File: config.mk
export PLATFORM = sky130hd
export DESIGN_NAME = multdiv_fast_unit_flat
export DESIGN_NICKNAME = d
export VERILOG_FILES = /design/src/rtl/multdiv_fast_unit_if.sv /design/src/rtl/multdiv_fast_unit.sv /design/src/flat_wrapper.sv
export SDC_FILE = /design/constraint.sdc
export NUM_CORES = 2
export LEC_CHECK = 0
export ABC_AREA = 1
export ABC_CLOCK_PERIOD_IN_PS = 22900
export CAP_MARGIN = 40
export CORE_UTILIZATION = 35
export DETAILED_ROUTE_END_ITERATION = 10
export GPL_TIMING_DRIVEN = 0
export PLACE_DENSITY = 0.49
export SLEW_MARGIN = 5
export SYNTH_ARGS = -nofsm -noshare
export SYNTH_HDL_FRONTEND = slang
export SYNTH_SLANG_ARGS = --single-unit
export TNS_END_PERCENT = 5
File: constraint.sdc
create_clock -name vclk -period 22.9
set_input_delay 5.725 -clock vclk [all_inputs]
set_output_delay 5.725 -clock vclk [all_outputs]
set_load 0.03 [all_outputs]
File: src/rtl/multdiv_fast_unit_if.sv
// Handshake bundle between the ID stage (master) and the multiply/divide unit (slave).
interface multdiv_fast_unit_if;
  logic        mult_en_i;
  logic        div_en_i;
  logic        mult_sel_i;
  logic        div_sel_i;
  logic [1:0]  operator_i;
  logic [1:0]  signed_mode_i;
  logic [31:0] op_a_i;
  logic [31:0] op_b_i;
  logic        data_ind_timing_i;
  logic        multdiv_ready_id_i;
  logic [31:0] multdiv_result_o;
  logic        valid_o;

  modport master (
    output mult_en_i, div_en_i, mult_sel_i, div_sel_i, operator_i, signed_mode_i,
           op_a_i, op_b_i, data_ind_timing_i, multdiv_ready_id_i,
    input  multdiv_result_o, valid_o
  );

  modport slave (
    input  mult_en_i, div_en_i, mult_sel_i, div_sel_i, operator_i, signed_mode_i,
           op_a_i, op_b_i, data_ind_timing_i, multdiv_ready_id_i,
    output multdiv_result_o, valid_o
  );
endinterface

File: src/rtl/multdiv_fast_unit.sv
// RV32M multiply/divide unit: 33x33 signed multiplier plus radix-2 restoring divider.
// The divider and its FSM exist only when MULTDIV_DIV_EN is defined.
module multdiv_fast_unit #(
  parameter int unsigned RV32M = 1
) (
  input  logic               clk_i,
  input  logic               rst_i,
  multdiv_fast_unit_if.slave bus
);

  logic [32:0] mul_a_ext;
  logic [32:0] mul_b_ext;
  logic [63:0] product;
  logic [31:0] mult_result_comb;
  logic [31:0] mult_result;
  logic        mult_valid;
  logic [31:0] div_result;
  logic        div_valid;

  always_comb begin
    mul_a_ext        = {bus.signed_mode_i[0] & bus.op_a_i[31], bus.op_a_i};
    mul_b_ext        = {bus.signed_mode_i[1] & bus.op_b_i[31], bus.op_b_i};
    product          = $signed(mul_a_ext) * $signed(mul_b_ext);
    mult_result_comb = bus.operator_i[0] ? product[63:32] : product[31:0];
  end

  generate
    if (RV32M == 2) begin : g_mult_reg
      logic [31:0] mult_result_q;
      logic        mult_valid_q;

      always_ff @(posedge clk_i) begin
        if (rst_i) begin
          mult_result_q <= '0;
          mult_valid_q  <= 1'b0;
        end else if (!bus.mult_en_i) begin
          mult_valid_q  <= 1'b0;
        end else if (mult_valid_q) begin
          if (bus.multdiv_ready_id_i) mult_valid_q <= 1'b0;
        end else begin
          mult_result_q <= mult_result_comb;
          mult_valid_q  <= 1'b1;
        end
      end

      assign mult_result = mult_result_q;
      assign mult_valid  = mult_valid_q;
    end else begin : g_mult_comb
      assign mult_result = mult_result_comb;
      assign mult_valid  = bus.mult_en_i;
    end
  endgenerate

`ifdef MULTDIV_DIV_EN
  typedef enum logic [2:0] {S_IDLE, S_ABS, S_LONG, S_FIX, S_DONE} div_state_e;

  div_state_e  state_q;
  logic [31:0] op_a_q, op_b_q;
  logic [1:0]  sm_q;
  logic        rem_sel_q, dit_q;
  logic [31:0] rem_q, quo_q, divisor_q;
  logic [4:0]  cnt_q;
  logic        quo_neg_q, rem_neg_q, div_zero_q;
  logic [31:0] div_result_q;
  logic        div_valid_q;

  logic        div_go;
  logic        a_neg, b_neg;
  logic [31:0] abs_a, abs_b;
  logic [31:0] step_rem_in, step_quo_in, step_dvs;
  logic [31:0] step_rem, step_quo;
  logic [31:0] fix_result;

  function automatic logic [63:0] div_step(input logic [31:0] rem, input logic [31:0] quo,
                                           input logic [31:0] dvs);
    logic [32:0] shifted;
    logic [32:0] diff;
    shifted = {rem, quo[31]};
    diff    = shifted - {1'b0, dvs};
    if (diff[32]) return {shifted[31:0], quo[30:0], 1'b0};
    else          return {diff[31:0], quo[30:0], 1'b1};
  endfunction

  assign div_go = bus.div_en_i & ~bus.mult_en_i;

  // ABS also performs the first restoring step, so LONG covers the remaining 31
  // and the full divide still lands in DONE 34 cycles after the enable cycle.
  always_comb begin
    a_neg       = sm_q[0] & op_a_q[31];
    b_neg       = sm_q[1] & op_b_q[31];
    abs_a       = a_neg ? -op_a_q : op_a_q;
    abs_b       = b_neg ? -op_b_q : op_b_q;
    step_rem_in = (state_q == S_ABS) ? '0    : rem_q;
    step_quo_in = (state_q == S_ABS) ? abs_a : quo_q;
    step_dvs    = (state_q == S_ABS) ? abs_b : divisor_q;
    {step_rem, step_quo} = div_step(step_rem_in, step_quo_in, step_dvs);
    if (div_zero_q)     fix_result = rem_sel_q ? op_a_q : '1;
    else if (rem_sel_q) fix_result = rem_neg_q ? -rem_q : rem_q;
    else                fix_result = quo_neg_q ? -quo_q : quo_q;
  end

  always_ff @(posedge clk_i) begin
    if (rst_i) begin
      state_q      <= S_IDLE;
      op_a_q       <= '0;
      op_b_q       <= '0;
      sm_q         <= '0;
      rem_sel_q    <= 1'b0;
      dit_q        <= 1'b0;
      rem_q        <= '0;
      quo_q        <= '0;
      divisor_q    <= '0;
      cnt_q        <= '0;
      quo_neg_q    <= 1'b0;
      rem_neg_q    <= 1'b0;
      div_zero_q   <= 1'b0;
      div_result_q <= '0;
      div_valid_q  <= 1'b0;
    end else if (state_q != S_IDLE && !div_go) begin
      state_q     <= S_IDLE;
      div_valid_q <= 1'b0;
    end else begin
      case (state_q)
        S_IDLE: begin
          if (div_go) begin
            op_a_q    <= bus.op_a_i;
            op_b_q    <= bus.op_b_i;
            sm_q      <= bus.signed_mode_i;
            rem_sel_q <= bus.operator_i[0];
            dit_q     <= bus.data_ind_timing_i;
            state_q   <= S_ABS;
          end
        end
        S_ABS: begin
          quo_neg_q  <= a_neg ^ b_neg;
          rem_neg_q  <= a_neg;
          divisor_q  <= abs_b;
          div_zero_q <= (op_b_q == '0);
          rem_q      <= step_rem;
          quo_q      <= step_quo;
          cnt_q      <= 5'd30;
          if (op_b_q == '0 && !dit_q) begin
            div_result_q <= rem_sel_q ? op_a_q : '1;
            div_valid_q  <= 1'b1;
            state_q      <= S_DONE;
          end else begin
            state_q      <= S_LONG;
          end
        end
        S_LONG: begin
          rem_q <= step_rem;
          quo_q <= step_quo;
          cnt_q <= cnt_q - 5'd1;
          if (cnt_q == '0) state_q <= S_FIX;
        end
        S_FIX: begin
          div_result_q <= fix_result;
          div_valid_q  <= 1'b1;
          state_q      <= S_DONE;
        end
        S_DONE: begin
          if (bus.multdiv_ready_id_i) begin
            div_valid_q <= 1'b0;
            state_q     <= S_IDLE;
          end
        end
        default: state_q <= S_IDLE;
      endcase
    end
  end

  assign div_result = div_result_q;
  assign div_valid  = div_valid_q & div_go;
`else
  logic unused_div_inputs;
  assign unused_div_inputs = ^{clk_i, bus.operator_i[1], bus.data_ind_timing_i};
  assign div_result        = '0;
  assign div_valid         = bus.div_en_i;
`endif

  assign bus.valid_o          = ~rst_i & (bus.mult_en_i ? mult_valid : div_valid);
  assign bus.multdiv_result_o = bus.mult_sel_i ? mult_result :
                                bus.div_sel_i  ? div_result  : '0;

endmodule

File: src/flat_wrapper.sv
// flat-port wrapper written by rule: the top's interface ports become plain ports
module multdiv_fast_unit_flat 
#(
  parameter int unsigned RV32M = 1
)
  (clk_i, rst_i, bus_mult_en_i, bus_div_en_i, bus_mult_sel_i, bus_div_sel_i, bus_operator_i, bus_signed_mode_i, bus_op_a_i, bus_op_b_i, bus_data_ind_timing_i, bus_multdiv_ready_id_i, bus_multdiv_result_o, bus_valid_o);
  multdiv_fast_unit_if bus_i ();
  input  logic clk_i;
  input  logic rst_i;
  input wire logic [$bits(bus_i.mult_en_i)-1:0] bus_mult_en_i;
  input wire logic [$bits(bus_i.div_en_i)-1:0] bus_div_en_i;
  input wire logic [$bits(bus_i.mult_sel_i)-1:0] bus_mult_sel_i;
  input wire logic [$bits(bus_i.div_sel_i)-1:0] bus_div_sel_i;
  input wire logic [$bits(bus_i.operator_i)-1:0] bus_operator_i;
  input wire logic [$bits(bus_i.signed_mode_i)-1:0] bus_signed_mode_i;
  input wire logic [$bits(bus_i.op_a_i)-1:0] bus_op_a_i;
  input wire logic [$bits(bus_i.op_b_i)-1:0] bus_op_b_i;
  input wire logic [$bits(bus_i.data_ind_timing_i)-1:0] bus_data_ind_timing_i;
  input wire logic [$bits(bus_i.multdiv_ready_id_i)-1:0] bus_multdiv_ready_id_i;
  output wire logic [$bits(bus_i.multdiv_result_o)-1:0] bus_multdiv_result_o;
  output wire logic [$bits(bus_i.valid_o)-1:0] bus_valid_o;
  assign bus_i.mult_en_i = bus_mult_en_i;
  assign bus_i.div_en_i = bus_div_en_i;
  assign bus_i.mult_sel_i = bus_mult_sel_i;
  assign bus_i.div_sel_i = bus_div_sel_i;
  assign bus_i.operator_i = bus_operator_i;
  assign bus_i.signed_mode_i = bus_signed_mode_i;
  assign bus_i.op_a_i = bus_op_a_i;
  assign bus_i.op_b_i = bus_op_b_i;
  assign bus_i.data_ind_timing_i = bus_data_ind_timing_i;
  assign bus_i.multdiv_ready_id_i = bus_multdiv_ready_id_i;
  assign bus_multdiv_result_o = bus_i.multdiv_result_o;
  assign bus_valid_o = bus_i.valid_o;
  multdiv_fast_unit #(.RV32M(RV32M)) u_core (.clk_i(clk_i), .rst_i(rst_i), .bus(bus_i));
endmodule
==> out/qor.yml <==
placed_design:
  hpwl_um: 156000
  place_inst: 6956
  place_area_um2: 44500
  portBuffers: 41
  globalplace.congestion: 0.974
global_routing:
  grt_pass1_vias: 36100
  grt_first_pass_wirelength_um: 255000
  busiest_layer: "met2"
  grt_max_degree: 21
  met3_usage_pct: 4.49
  use_met2_pct: 47.8
  grt_util_met1_pct: 42.7
  overflow: 0
  grt_antenna_before_repair: 5
  grt.total_usage_pct: 30.4
route:
  avgRoutedWirePerCell_um: 24.9
  vias_per_cell: 4.92
  dr.pass1.iters: 5
  drtIter0Drc: 3160
  drc: 0
  final_antenna_net_count: 0
  vias: 34200
  wl_um: 174000
cts:
  hold_buffers: 0
  post_cts_buffers: 0
  post_cts_resized: 0
finish:
  design_area_um2: 44500
  fillers: 12200
  multiInputGateArea_um2: 33400
  syn_to_final_growth_pct: 9.09
  fin_nets: 6860
  instances_no_fill: 6957
  clkbuf_count: 0
  design.seq.count: 0
  drive_gt1_share_pct: 2.90
  diodes: 0
  fin_util_pct: 38.7
  regArea_um2: 0
critical_path:
  path_buf_inv: 13
  cp-end-kind: "output pin"
  cp_slowest_stage_delay_ns: 1.04
  crit_type: "input port to output pin"
  crit_path_start_kind: "input port"
  critical_path_arrival_ns: 16.34
  crit_required_ns: 17.18
  critical_path.startpoint: "bus_signed_mode_i[0]"
  cp_max_fo: 10
  cp_common_cell: "inv_1"
  slowest_stage: "fa_1"
  cpLargestDelayFamily: "adder cells"
synth:
  yosysMostFrequentCell: "inv_1"
  ys_warn_count: 0
  postSynthAreaPerCell_um2: 7.70
  synthTopCellsByCount: "inv_1, nand2_1, fa_1, clkbuf_1, ha_1"
  ys_top_cells_by_area: "fa_1, inv_1, nand2_1"
  synth_area_leader_cell: "fa_1"
  synth_nets: 6714
  syn-instance-count: 5301
  syn-cell-area_um2: 40800
  yosysSeqAreaShare_pct: 0
  yosysTopAreaCellShare_pct: 55.2
  ys_types: 33
timing:
  fmax_mhz: 45.3
  relSlewSlack_pct: 35.7
  drv_slew: 0
  finalSetupTns_ns: 0
  final_hold_viol_count: 0
  worst_pin_slew_ns: 0.964
  finalSetupViolations: 0
  period_minus_slack_ns: 22.06
  fin_crit_sh_pct: 96.3
  rsz0062_at_grt: "false"
die:
  rows: 124
  die_h_um: 344
  fp.coreArea_um2: 115000
  io_pins: 109
  die_area_um2: 118000
  initial_core_util_pct: 35.5
  die_w_um: 344
worst_hold_path:
  hp-start: "rst_i"
  min_path_type: "input port to output pin"
run:
  drv_cap: 0
run_status:
  status: "finished, final reports clean"
[through the flow]
stage | setup WS [ns] | hold slack [ns]
floorplan | 4.19 | 11.56
global placement | 0.937 | 12.52
detailed placement | 0.956 | 12.53
CTS | 0.916 | 12.53
global route | 0.351 | 12.56
finish | 0.838 | 12.52
[worst paths after layout]
kind | end | slack [ns] | cells past startpoint
worst max-delay path | bus_multdiv_result_o[20] | 0.84 | 31
worst min-delay path | bus_valid_o | 12.52 | 3
[routing by layer]
layer | part of all wire (%) | routed length [µm]
met1 | 43 | 74200
met4 | 4.5 | 7760
met3 | 8.1 | 14100
met5 | 0.017 | 29
met2 | 45 | 77500
[cell usage in the layout (no fill, tap or decap), types with 12 or more instances in the layout]
cell,synthesis,final
nand3_1,102,102
clkbuf_1,255,255
nor2_2,14,14
a21oi_1,86,86
nand2_1,1433,1433
xor2_1,15,15
o21bai_1,18,18
clkdlybuf4s50_1,0,41
o21ai_0,62,62
inv_1,1717,1717
nor3_1,12,12
nor2_1,161,161
buf_8,0,59
fa_1,1125,1124
nand4_1,24,24
buf_6,0,42
ha_1,212,212
[cells by family after synthesis]
kind of cell | after synthesis | synth area share, %
xor+xnor | 21 | 0.451
simple gates | 1776 | 17.2
compound gates | 182 | 2.43
fa+ha+maj | 1337 | 61.7
buf+inv | 1985 | 18.3
[area by class of cell]
type / count / area share, %
Inverter: 1718 / 14.5
Buffer: 267 / 2.28
Timing Repair Buffer: 144 / 4.08
Tap cell: 1512 / 4.25
Multi-Input combinational cell: 3316 / 74.9
Power is not shown: default switching activity piles up to over one toggle a cycle in this logic, so the estimate is an artifact.
